### src/rtl/sign_magnitude_split.sv
// 2's-complement to sign/magnitude converter with a registered valid/ready
// handshake and a 2-entry skid buffer. Define SIGN_MAGNITUDE_SPLIT_CLAMP_EN to clamp -2^(W-1) to 2^(W-1)-1.
module sign_magnitude_split #(
    parameter int DATA_WIDTH = 12,
    parameter int CNT_WIDTH  = 8
) (
    input  logic                  clk_i,
    input  logic                  rst_i,
    input  logic [DATA_WIDTH-1:0] data_i,
    input  logic                  valid_i,
    output logic                  ready_o,
    output logic [DATA_WIDTH-1:0] mag_o,
    output logic                  sign_o,
    output logic                  zero_o,
    output logic                  sat_o,
    output logic                  valid_o,
    input  logic                  ready_i,
    output logic [CNT_WIDTH-1:0]  minneg_cnt_o
);

    typedef struct packed {
        logic [DATA_WIDTH-1:0] mag;
        logic                  sign;
        logic                  zero;
        logic                  sat;
    } word_t;

    localparam logic [DATA_WIDTH-1:0] MIN_NEG = {1'b1, {(DATA_WIDTH-1){1'b0}}};
    localparam logic [DATA_WIDTH-1:0] MAX_POS = {1'b0, {(DATA_WIDTH-1){1'b1}}};

    word_t                 conv;
    word_t                 out_q;
    word_t                 skid_q;
    logic                  out_vld;
    logic                  skid_vld;
    logic [CNT_WIDTH-1:0]  cnt_q;
    logic [DATA_WIDTH-1:0] neg_val;
    logic                  in_xfer;
    logic                  out_xfer;

    assign neg_val = ~data_i + 1'b1;

    always_comb begin
        conv      = '0;
        conv.sign = data_i[DATA_WIDTH-1];
        conv.zero = (data_i == '0);
        conv.sat  = (data_i == MIN_NEG);
`ifdef SIGN_MAGNITUDE_SPLIT_CLAMP_EN
        conv.mag  = conv.sat ? MAX_POS : (conv.sign ? neg_val : data_i);
`else
        conv.mag  = conv.sign ? neg_val : data_i;
`endif
    end

    // ready_o depends only on the skid flag, so ready_i never reaches it combinationally.
    assign ready_o  = !skid_vld;
    assign in_xfer  = valid_i && !skid_vld;
    assign out_xfer = out_vld && ready_i;

    always_ff @(posedge clk_i) begin
        if (rst_i) begin
            out_q    <= '0;
            skid_q   <= '0;
            out_vld  <= 1'b0;
            skid_vld <= 1'b0;
            cnt_q    <= '0;
        end else begin
            if (out_xfer && skid_vld) begin
                out_q    <= skid_q;
                skid_vld <= 1'b0;
            end else if (in_xfer && (!out_vld || out_xfer)) begin
                out_q   <= conv;
                out_vld <= 1'b1;
            end else if (in_xfer) begin
                skid_q   <= conv;
                skid_vld <= 1'b1;
            end else if (out_xfer) begin
                out_vld <= 1'b0;
            end

            if (in_xfer && conv.sat && (cnt_q != {CNT_WIDTH{1'b1}}))
                cnt_q <= cnt_q + 1'b1;
        end
    end

    assign mag_o        = out_q.mag;
    assign sign_o       = out_q.sign;
    assign zero_o       = out_q.zero;
    assign sat_o        = out_q.sat;
    assign valid_o      = out_vld;
    assign minneg_cnt_o = cnt_q;

endmodule

### config.mk
export PLATFORM = sky130hd
export DESIGN_NAME = sign_magnitude_split
export DESIGN_NICKNAME = d
export VERILOG_FILES = /design/src/rtl/sign_magnitude_split.sv
export SDC_FILE = /design/constraint.sdc
export NUM_CORES = 1
export LEC_CHECK = 0
export CORE_MARGIN = 2
export CORE_UTILIZATION = 45
export DETAILED_ROUTE_END_ITERATION = 12
export GPL_TIMING_DRIVEN = 0
export PLACE_DENSITY = 0.84
export SYNTH_ARGS = -nofsm -noshare
export SYNTH_HDL_FRONTEND = slang
export SYNTH_SLANG_ARGS = --single-unit
export TNS_END_PERCENT = 20
### constraint.sdc
create_clock -name clk_i -period 1.7 [get_ports clk_i]
set_input_delay 0.34 -clock clk_i [delete_from_list [all_inputs] [get_ports clk_i]]
set_output_delay 0.34 -clock clk_i [all_outputs]
set_load 0.05 [all_outputs]
# ---- Word-level counts from Yosys, hierarchy flattened
# Index checks and enable logic that the tools add are counted.
dict set report op_classes {
  n_addsub 2
  multipliers 0
  n_div 0
  n_lt_le_gt_ge 0
  eq_ne 3
  n_shift 0
  mux 6
  n_bitwise 3
  n_reduce_logical 16
}
# cell count
set op_table {}
lappend op_table {{$mux W15} 2}
lappend op_table {{$add A12 B1 Y12 const B} 1}
lappend op_table {{$eq A12 B12 Y1 const B} 1}
lappend op_table {{$logic_not A12 Y1} 1}
lappend op_table {{$mux W12} 1}
lappend op_table {{$not A12 Y12} 1}
lappend op_table {{$add A8 B1 Y8 const B} 1}
lappend op_table {{$ne A8 B8 Y1 const B} 1}
lappend op_table {{$logic_and A1 B1 Y1} 6}
lappend op_table {{$reduce_and A3 Y1} 2}
lappend op_table {{$reduce_bool A2 Y1} 2}
lappend op_table {{$mux W1} 3}
lappend op_table {{$logic_not A1 Y1} 2}
lappend op_table {{$ne A2 B1 Y1 const B} 1}
lappend op_table {{$not A1 Y1} 2}
lappend op_table {{$reduce_and A2 Y1} 1}
lappend op_table {{$reduce_or A2 Y1} 1}
lappend op_table {{$logic_or A1 B1 Y1} 1}
dict set report word_totals {
  ff_bits 40
  latch_bits 0
  ram_bits 0
  romBits 0
  input_bits 16
  word_cells 41
  memories 0
}

# ---- Depth between registers and ports, before layout
# Gate-level depths: netlist of run 1.
dict set report depth {
  ltp_word 5
  mapped_depth 7
  depth_no_buf 6
}

# ---- Least setup slack after synthesis of run 1
# No wires, ideal clock.
dict set report synth_path {
  path_type {register -> register}
  from {register cnt_q[0] (netlist: minneg_cnt_o[0])}
  to {register cnt_q[7] (netlist: minneg_cnt_o[7])}
  t_arrival_ns 1.913
  required_time_ns 1.577
  setup_slack_ns -0.336
  path_stages_with_launch 6
  path_buffers 0
  synth_period_minus_slack_ns 2.036
  path_cell_list {dfxtp_1 > ha_1 > nand4_1 > nor2_1 > nor4_4 > mux2_1}
}
dict set report synth_between {
  elab_chain_cells 2
}
# element line
set synth_lines {}
lappend synth_lines {{from (decl)} 36} ;# logic [CNT_WIDTH-1:0] cnt_q;
lappend synth_lines {{from (signal assigned)} 82} ;# cnt_q <= cnt_q + 1'b1;
lappend synth_lines {{branches (longest 2 deep; another with $add A8 B1 Y8)} --}
# Several ways; the timed one is not identified.
# A chain may end at the register's enable or synchronous reset.

# ---- Final worst setup path of run 1
dict set report layout_path {
  from {register skid_vld}
  to {register skid_q[13] in the netlist's numbering}
}
dict set report layout_between {
  elab_chain_cells 5
}
# element line
set layout_lines {}
lappend layout_lines {{from (decl)} 35} ;# logic skid_vld;
lappend layout_lines {{from (signal assigned)} 65} ;# skid_vld <= 1'b0;
lappend layout_lines {{from (signal assigned)} 70} ;# skid_vld <= 1'b0;
lappend layout_lines {{from (signal assigned)} 76} ;# skid_vld <= 1'b1;
lappend layout_lines {{$logic_not A1 Y1} 57} ;# assign in_xfer = valid_i && !skid_vld;
lappend layout_lines {{$logic_and A1 B1 Y1} 57}
lappend layout_lines {{$logic_and A1 B1 Y1} 71} ;# end else if (in_xfer && (!out_vld || out_xfer)) begin
lappend layout_lines {{$not A1 Y1 (no line)} --}
lappend layout_lines {{$reduce_and A3 Y1 (no line) *} --}
lappend layout_lines {{to (signal assigned)} 75} ;# skid_q <= conv;
lappend layout_lines {{to (decl)} 33} ;# word_t skid_q;
# Mark *: on every way between the ends. The rest lies on a longest branch, timed or not.

==> metrics.cfg, run 1 <==
[detailed_routing]
num_vias=2162
routed_via_density=6.02
ant_nets=0
wl_per_cell_um=16.5
drt_wl_total_um=5910
drc=0
dr.pass1.iters=4
drt_iter0_drc=162

[synth]
synth.area.mux_share_pct=0.990
synth-seq-cells=40
async_reset_ff_share_pct=0
synthMostInstantiatedCell=dfxtp_1
synthCells=255
synth_area_sq_mm=0.00215
ys_top_cells_by_count=40 x dfxtp_1, 23 x nand2_1, 22 x a21oi_1
synth_seq_area_share_pct=37.3
synth-compound-area-share_pct=27.1
yosys.area.top_type_share_pct=37.3
synth-xor-area-share_pct=2.85
synthFlopType=dfxtp_1
synth_fp_nets=273
yosys.area_share.simple_pct=24.0
synth_top_area_cell=dfxtp_1
synth_edf_count=0
synthTopCellsByArea=dfxtp_1 37%, a21oi_1 5.1%, nand2_1 4.0%
synth_top_family_by_area=compound AO/OA/AOI/OAI gates
yosysWarningCount=0
synth_fa_ha_area_share_pct=1.16
avgSynthCellArea_sq_um=8.42
ys_types=56

[sta]
clock_skew_ns=0.00487
hold_viol=0
hold-worst-slack_ns=0.367
max_slew_margin_pct=67.1
min_period_ns=1.66
tightestPinTransition_ns=0.495
slew_viol_final=0
max_freq_ghz=0.603
fin_crit_sh_pct=97.5
setup_violations=0
rsz0062_at_grt=yes

[die]
initial_core_util_pct=46.1
die_w_um=73.1
io_pins=41
core_area_sq_mm=0.00466
dieArea_sq_mm=0.00534
die_h_um=73.1
placementRows=25

[pwr]
leakage_uw=0.00109
power.density_mw_per_mm2=751
switchingPower_uw=612
power_frac_comb_pct=20.0
p_sw_share_pct=29.3
total_power_uw=2090
power_frac_seq_pct=47.5
max-vdd-ir-drop_mv=0.327
clkPwrFrac_pct=32.5
p_int_uw=1480

[cts]
root_buffer=clkbuf_8
cts_tree=yes
numCtsBuffers=5
clock_sinks=40
htreeDepth=2
clkTransAtPathRegs_ns=0.08
cts_buffer_depth=2
cts_hold_buf=0
clk_latency_ns=0.29

[finish]
nNetsFinal=323
post-route-util_pct=59.7
diodes=0
syn2layout_area_growth_pct=29.5
fill_cells=416
drive_above_1_share_pct=21.6

[critical_path]
critPathArrivalTime_ns=1.86
critPathCaptureType=flop
path_class=reg -> reg
reg2reg_depth=6
startpoint_type=flop
crit_fanout=10
worstPathRequired_ns=1.90
rrSetupSlack_ns=0.04

[placed_design]
port_buffers=38
hpwl_um=4110
gp_routability_congestion=0.893

[grt]
antenna_found_initial=0
grt_max_degree=12
grt_overflow=0
grt_util_all_layers_pct=23.6
grt_pass1_wl_um=9820
grt_pass1_vias=2070

[min_path]
holdPathStages=3
min_path_type=in -> reg

[flow_run]
max_cap_viol_count=0

[run_status]
outcome=completed

-- cell usage in the layout, fill, tap and decap left out, types with 10 or more instances in the layout --
cell type	count
nand2_1	22
dlygate4sd2_1	29
a211oi_1	11
inv_1	11
dfxtp_1	36
nor2_1	13
a21oi_1	21
clkbuf_2	10
a22oi_1	10
-- per-stage QoR --
stage / area (sq um) / setup TNS [ns] / cells / worst slack, ns
5_1_grt: 2780 / -0.0220 / 359 / -0.00889
3_3_place_gp: 2600 / -19.21 / 347 / -0.857
3_5_place_dp: 2600 / -19.77 / 347 / -0.861
6_report: 2780 / 0 / 359 / 0.0428
2_1_floorplan: 2160 / -0.103 / 255 / -0.103
4_1_cts: 2760 / -0.000717 / 357 / -0.000717
-- what timing repair did --
action                                  4_1_cts  5_1_grt
hold endpoints to repair                      0        0
pin swaps                                     5        2
setup buffers                                 3        2
resized for setup                            70       19
endpoints found under the setup margin       62       24
-- critical path: stages (launching register included) --
cell      delay (ns)
dfxtp_1         0.33
buf_4           0.18
nor4bb_2        0.29
buf_2           0.20
buf_4           0.19
o21ai_0         0.13
a31oi_1         0.26
-- registers in the layout, summed over array words and instances, names as in the netlist --
| name | count |
|---|---|
| mag_o | 12 |
| minneg_cnt_o | 8 |
| sat_o | 1 |
| sign_o | 1 |
| skid_q | 15 |
| skid_vld | 1 |
| valid_o | 1 |
| zero_o | 1 |
-- area by class of cell --
type	count	area (sq um)	area share, %
inverter	13	48.8	1.75
sequential	40	806	29.0
tap	54	67.6	2.43
timing repair buffer	43	360	13.0
multi-input combinational	183	1290	46.3
buffer	19	115	4.14
clock buffer	7	96.3	3.46
-- power groups by stage --
stage                     Clock [uW]  Sequential [uW]  Combinational (uW)
after floorplan                    0             1100                 182
after global placement             0             1010                 410
after detailed placement           0             1010                 414
after CTS                        686              992                 408
after global routing             719              997                 450
final                            679              993                 417
-- final timing paths --
| check | startpoint | endpoint |
|---|---|---|
| hold reg to reg | sign_o | sign_o |
| setup reg to reg | skid_vld | skid_q[13] |
| hold / removal | data_i[0] | skid_q[3] |
| setup / recovery | skid_vld | skid_q[13] |
-- per-layer routing --
metal	up-vias	track usage [%]	share of wire, %
met5	-	0	0
met4	0	9.47	1.4
met3	10	4.97	5.2
met2	67	38.6	49
met1	1040	30.2	45
li1	1045	-	-
-- logic make-up after synthesis --
kind of cell | count (synthesis)
XOR/XNOR | 7
multiplexers | 2
AO/OA/AOI/OAI | 84
AND/OR/NAND/NOR | 88
adder cells (fa/ha/maj) | 2
buffers and inverters | 32
flip-flops | 40
No activity file was read; power rests on OpenSTA's default activity.
==> inputs of run 2 (changes only) <==
Settings changed: ABC_AREA set to 1, PLACE_DENSITY 0.84 to 0.85.
==> run 2 against run 1 <==
Area after synthesis down 5.9%. Via count down 2.2%. Setup slack better by 0.018 ns. Fmax up 1.1%. Register-to-register slack better by 0.19 ns. Clock-buffer cell count down 2. Critical path depth down 5. Sequential power about the same. Non-clock buffer count down 10. Global-route usage down 3.3 points. Routed wire length down 12%. Critical path type is now reg -> out.
==> metrics.cfg, run 2 <==
[cts]
cts_tree=yes
cts_hold_buf=0
htreeDepth=2
numCtsBuffers=5
clkTransAtPathRegs_ns=0.08
cts_buffer_depth=2
root_buffer=clkbuf_8
clk_latency_ns=0.29
clock_sinks=40

[critical_path]
r2r-start=skid_vld
reg2reg_depth=9
critPathArrivalTime_ns=1.30
crit_path_max_incr_delay_ns=0.56
r2r-end=mag_o[9]
crit_fanout=6
startpoint_type=flop
rrSetupSlack_ns=0.23
crit_chain=dlygate4sd2_1
critPathCaptureType=output pin
cpLargestDelayFamily=buffers and inverters
critPathSlowestCell=dlygate4sd2_1
path_class=reg -> out
worstPathRequired_ns=1.36
path_buf_inv=1

[min_path]
min_path_type=in -> reg
min_to=skid_q[3]
min_from=data_i[0]
holdPathStages=3

[detailed_routing]
num_vias=2115
routed_via_density=5.31
ant_nets=0
drc=0
wl_per_cell_um=13.0
drt_iter0_drc=190
drt_wl_total_um=5180
dr.pass1.iters=7

[pwr]
power_frac_comb_pct=16.9
leakage_uw=0.00130
switchingPower_uw=603
power.density_mw_per_mm2=850
power_frac_seq_pct=43.6
p_sw_share_pct=26.4
total_power_uw=2280
p_int_uw=1680
clkPwrFrac_pct=39.5
max-vdd-ir-drop_mv=0.620

[placed_design]
port_buffers=40
gp_routability_congestion=0.840
hpwl_um=3640
dp_slack_ns=-0.410

[flow_run]
max_cap_viol_count=0

[finish]
largest_reg_flops=15
final_cell_mix=71 x nand2_1, 39 x dfxtp_1, 36 x inv_1, 30 x a21oi_1, 29 x nor2_1
regMostFlops=skid_q
nNetsFinal=364
layout_commonest_cell=nand2_1
fill_cells=376
diodes=0
drive_above_1_share_pct=11.0
syn2layout_area_growth_pct=32.8

[synth]
async_reset_ff_share_pct=0
synth_edf_count=0
ys_top_cells_by_count=71 x nand2_1, 40 x dfxtp_1, 38 x inv_1
synth_fp_nets=314
synthCells=296
synthMostInstantiatedCell=nand2_1
synthTopCellsByArea=dfxtp_1 40%, nand2_1 13%, a21oi_1 7.4%
synth_area_sq_mm=0.00202
synthFlopType=dfxtp_1
ys_types=28
yosys.area.top_type_share_pct=39.6
synth_top_area_cell=dfxtp_1
synth_seq_area_share_pct=39.6
synth-seq-cells=40
avgSynthCellArea_sq_um=6.83
yosysWarningCount=0

[sta]
setup_violations=0
max_freq_ghz=0.610
fin_ws_ns=0.0608
tightestPinTransition_ns=0.488
hold_viol=0
slew_viol_final=0
fin_crit_sh_pct=96.4
min_period_ns=1.64
clock_skew_ns=0.0112
max_slew_margin_pct=67.1

[die]
placementRows=24
initial_core_util_pct=46.4
die_h_um=71.0
die_w_um=71.0
dieArea_sq_mm=0.00505
io_pins=41
core_area_sq_mm=0.00435

[grt]
antenna_found_initial=0
grt_util_all_layers_pct=20.3
grt_max_degree=13
grt_overflow=0
grt_pass1_vias=1837
grt_pass1_wl_um=8160

[run_status]
outcome=completed

run 2: cell types whose count changed after synthesis, sizes merged, moves of 6 or more:
cell	change
nand2	+50
a211oi	-9
nand3	+8
a22oi	-9
buf	-7
o211ai	-6
o21ai	+20
a21oi	+9
inv	+29
nor2	+19
run 2: kinds of logic after synthesis:
family                   Yosys count  share of synthesized area, %
AND/OR/NAND/NOR                  129                          27.6
buffers and inverters             51                          10.5
AO/OA/AOI/OAI                     66                          17.6
XOR/XNOR                           8                          3.47
flip-flops                        40                          39.6
adder cells (fa/ha/maj)            2                          1.24
run 2: through the flow:
stage / util (%) / area [sq um] / cells / TNS (ns) / hold slack (ns)
5_1_grt: 61.7 / 2690 / 398 / -0.00945 / 0.413
2_1_floorplan: - / 2020 / 296 / 0 / 0.461
3_3_place_gp: 57.2 / 2490 / 388 / -7.76 / 0.464
3_5_place_dp: 57.2 / 2490 / 388 / -8.84 / 0.468
6_report: 61.7 / 2690 / 398 / 0 / 0.397
4_1_cts: 59.9 / 2610 / 395 / -0.0665 / 0.477
run 2: cell type report:
type                       instances  area, sq um  share of cell area (%)
multi-input combinational        205         1070                    39.7
sequential                        40          802                    29.9
timing repair buffer              43          405                    15.1
inverter                          42          160                    5.96
clock buffer                       5         68.8                    2.56
tap                               52         65.1                    2.42
clock inverter                     2         60.1                    2.24
buffer                             9         56.3                    2.10
run 2: worst max path at each step:
stage | startpoint | endpoint | slack [ns] | cells past startpoint
5_1_grt | data_i[7] | minneg_cnt_o[0] | -0.005 | 7
2_1_floorplan | minneg_cnt_o[1] | minneg_cnt_o[3] | 0.03 | 8
3_3_place_gp | ready_i | mag_o[8] | -0.36 | 9
4_1_cts | data_i[0] | minneg_cnt_o[1] | -0.04 | 8
6_report | minneg_cnt_o[5] | minneg_cnt_o[5] | 0.06 | 1
3_5_place_dp | data_i[0] | minneg_cnt_o[1] | -0.41 | 8
run 2: timing repair:
item / in CTS / in global routing
buffers inserted: 0 / 3
endpoints found under the setup margin: 37 / 11
resized for setup: 31 / 20
pin swaps: 0 / 5
run 2: power by group through the flow:
stage	logic [uW]	registers [uW]	clock network, uW
3_3_place_gp	374	1020	0
5_1_grt	416	1000	932
6_report	385	996	901
3_5_place_dp	382	1020	0
2_1_floorplan	170	1090	0
4_1_cts	372	996	899
run 2: metal layers:
metal | global-route usage, % | share of wire, % | vias up
met5 | 0 | 0 | -
met4 | 8.60 | 1.3 | 0
met3 | 4.13 | 7.1 | 8
met2 | 32.8 | 49 | 90
met1 | 26.6 | 42 | 970
li1 | - | - | 1047
run 2: worst reg2reg max path, delay by kind of cell, from the launching register on:
| family | cells | cell delay [ns] |
|---|---|---|
| AND/OR/NAND/NOR | 4 | 0.31 |
| AO/OA/AOI/OAI | 3 | 0.43 |
| buffers and inverters | 2 | 0.26 |
| flip-flops | 1 | 0.36 |
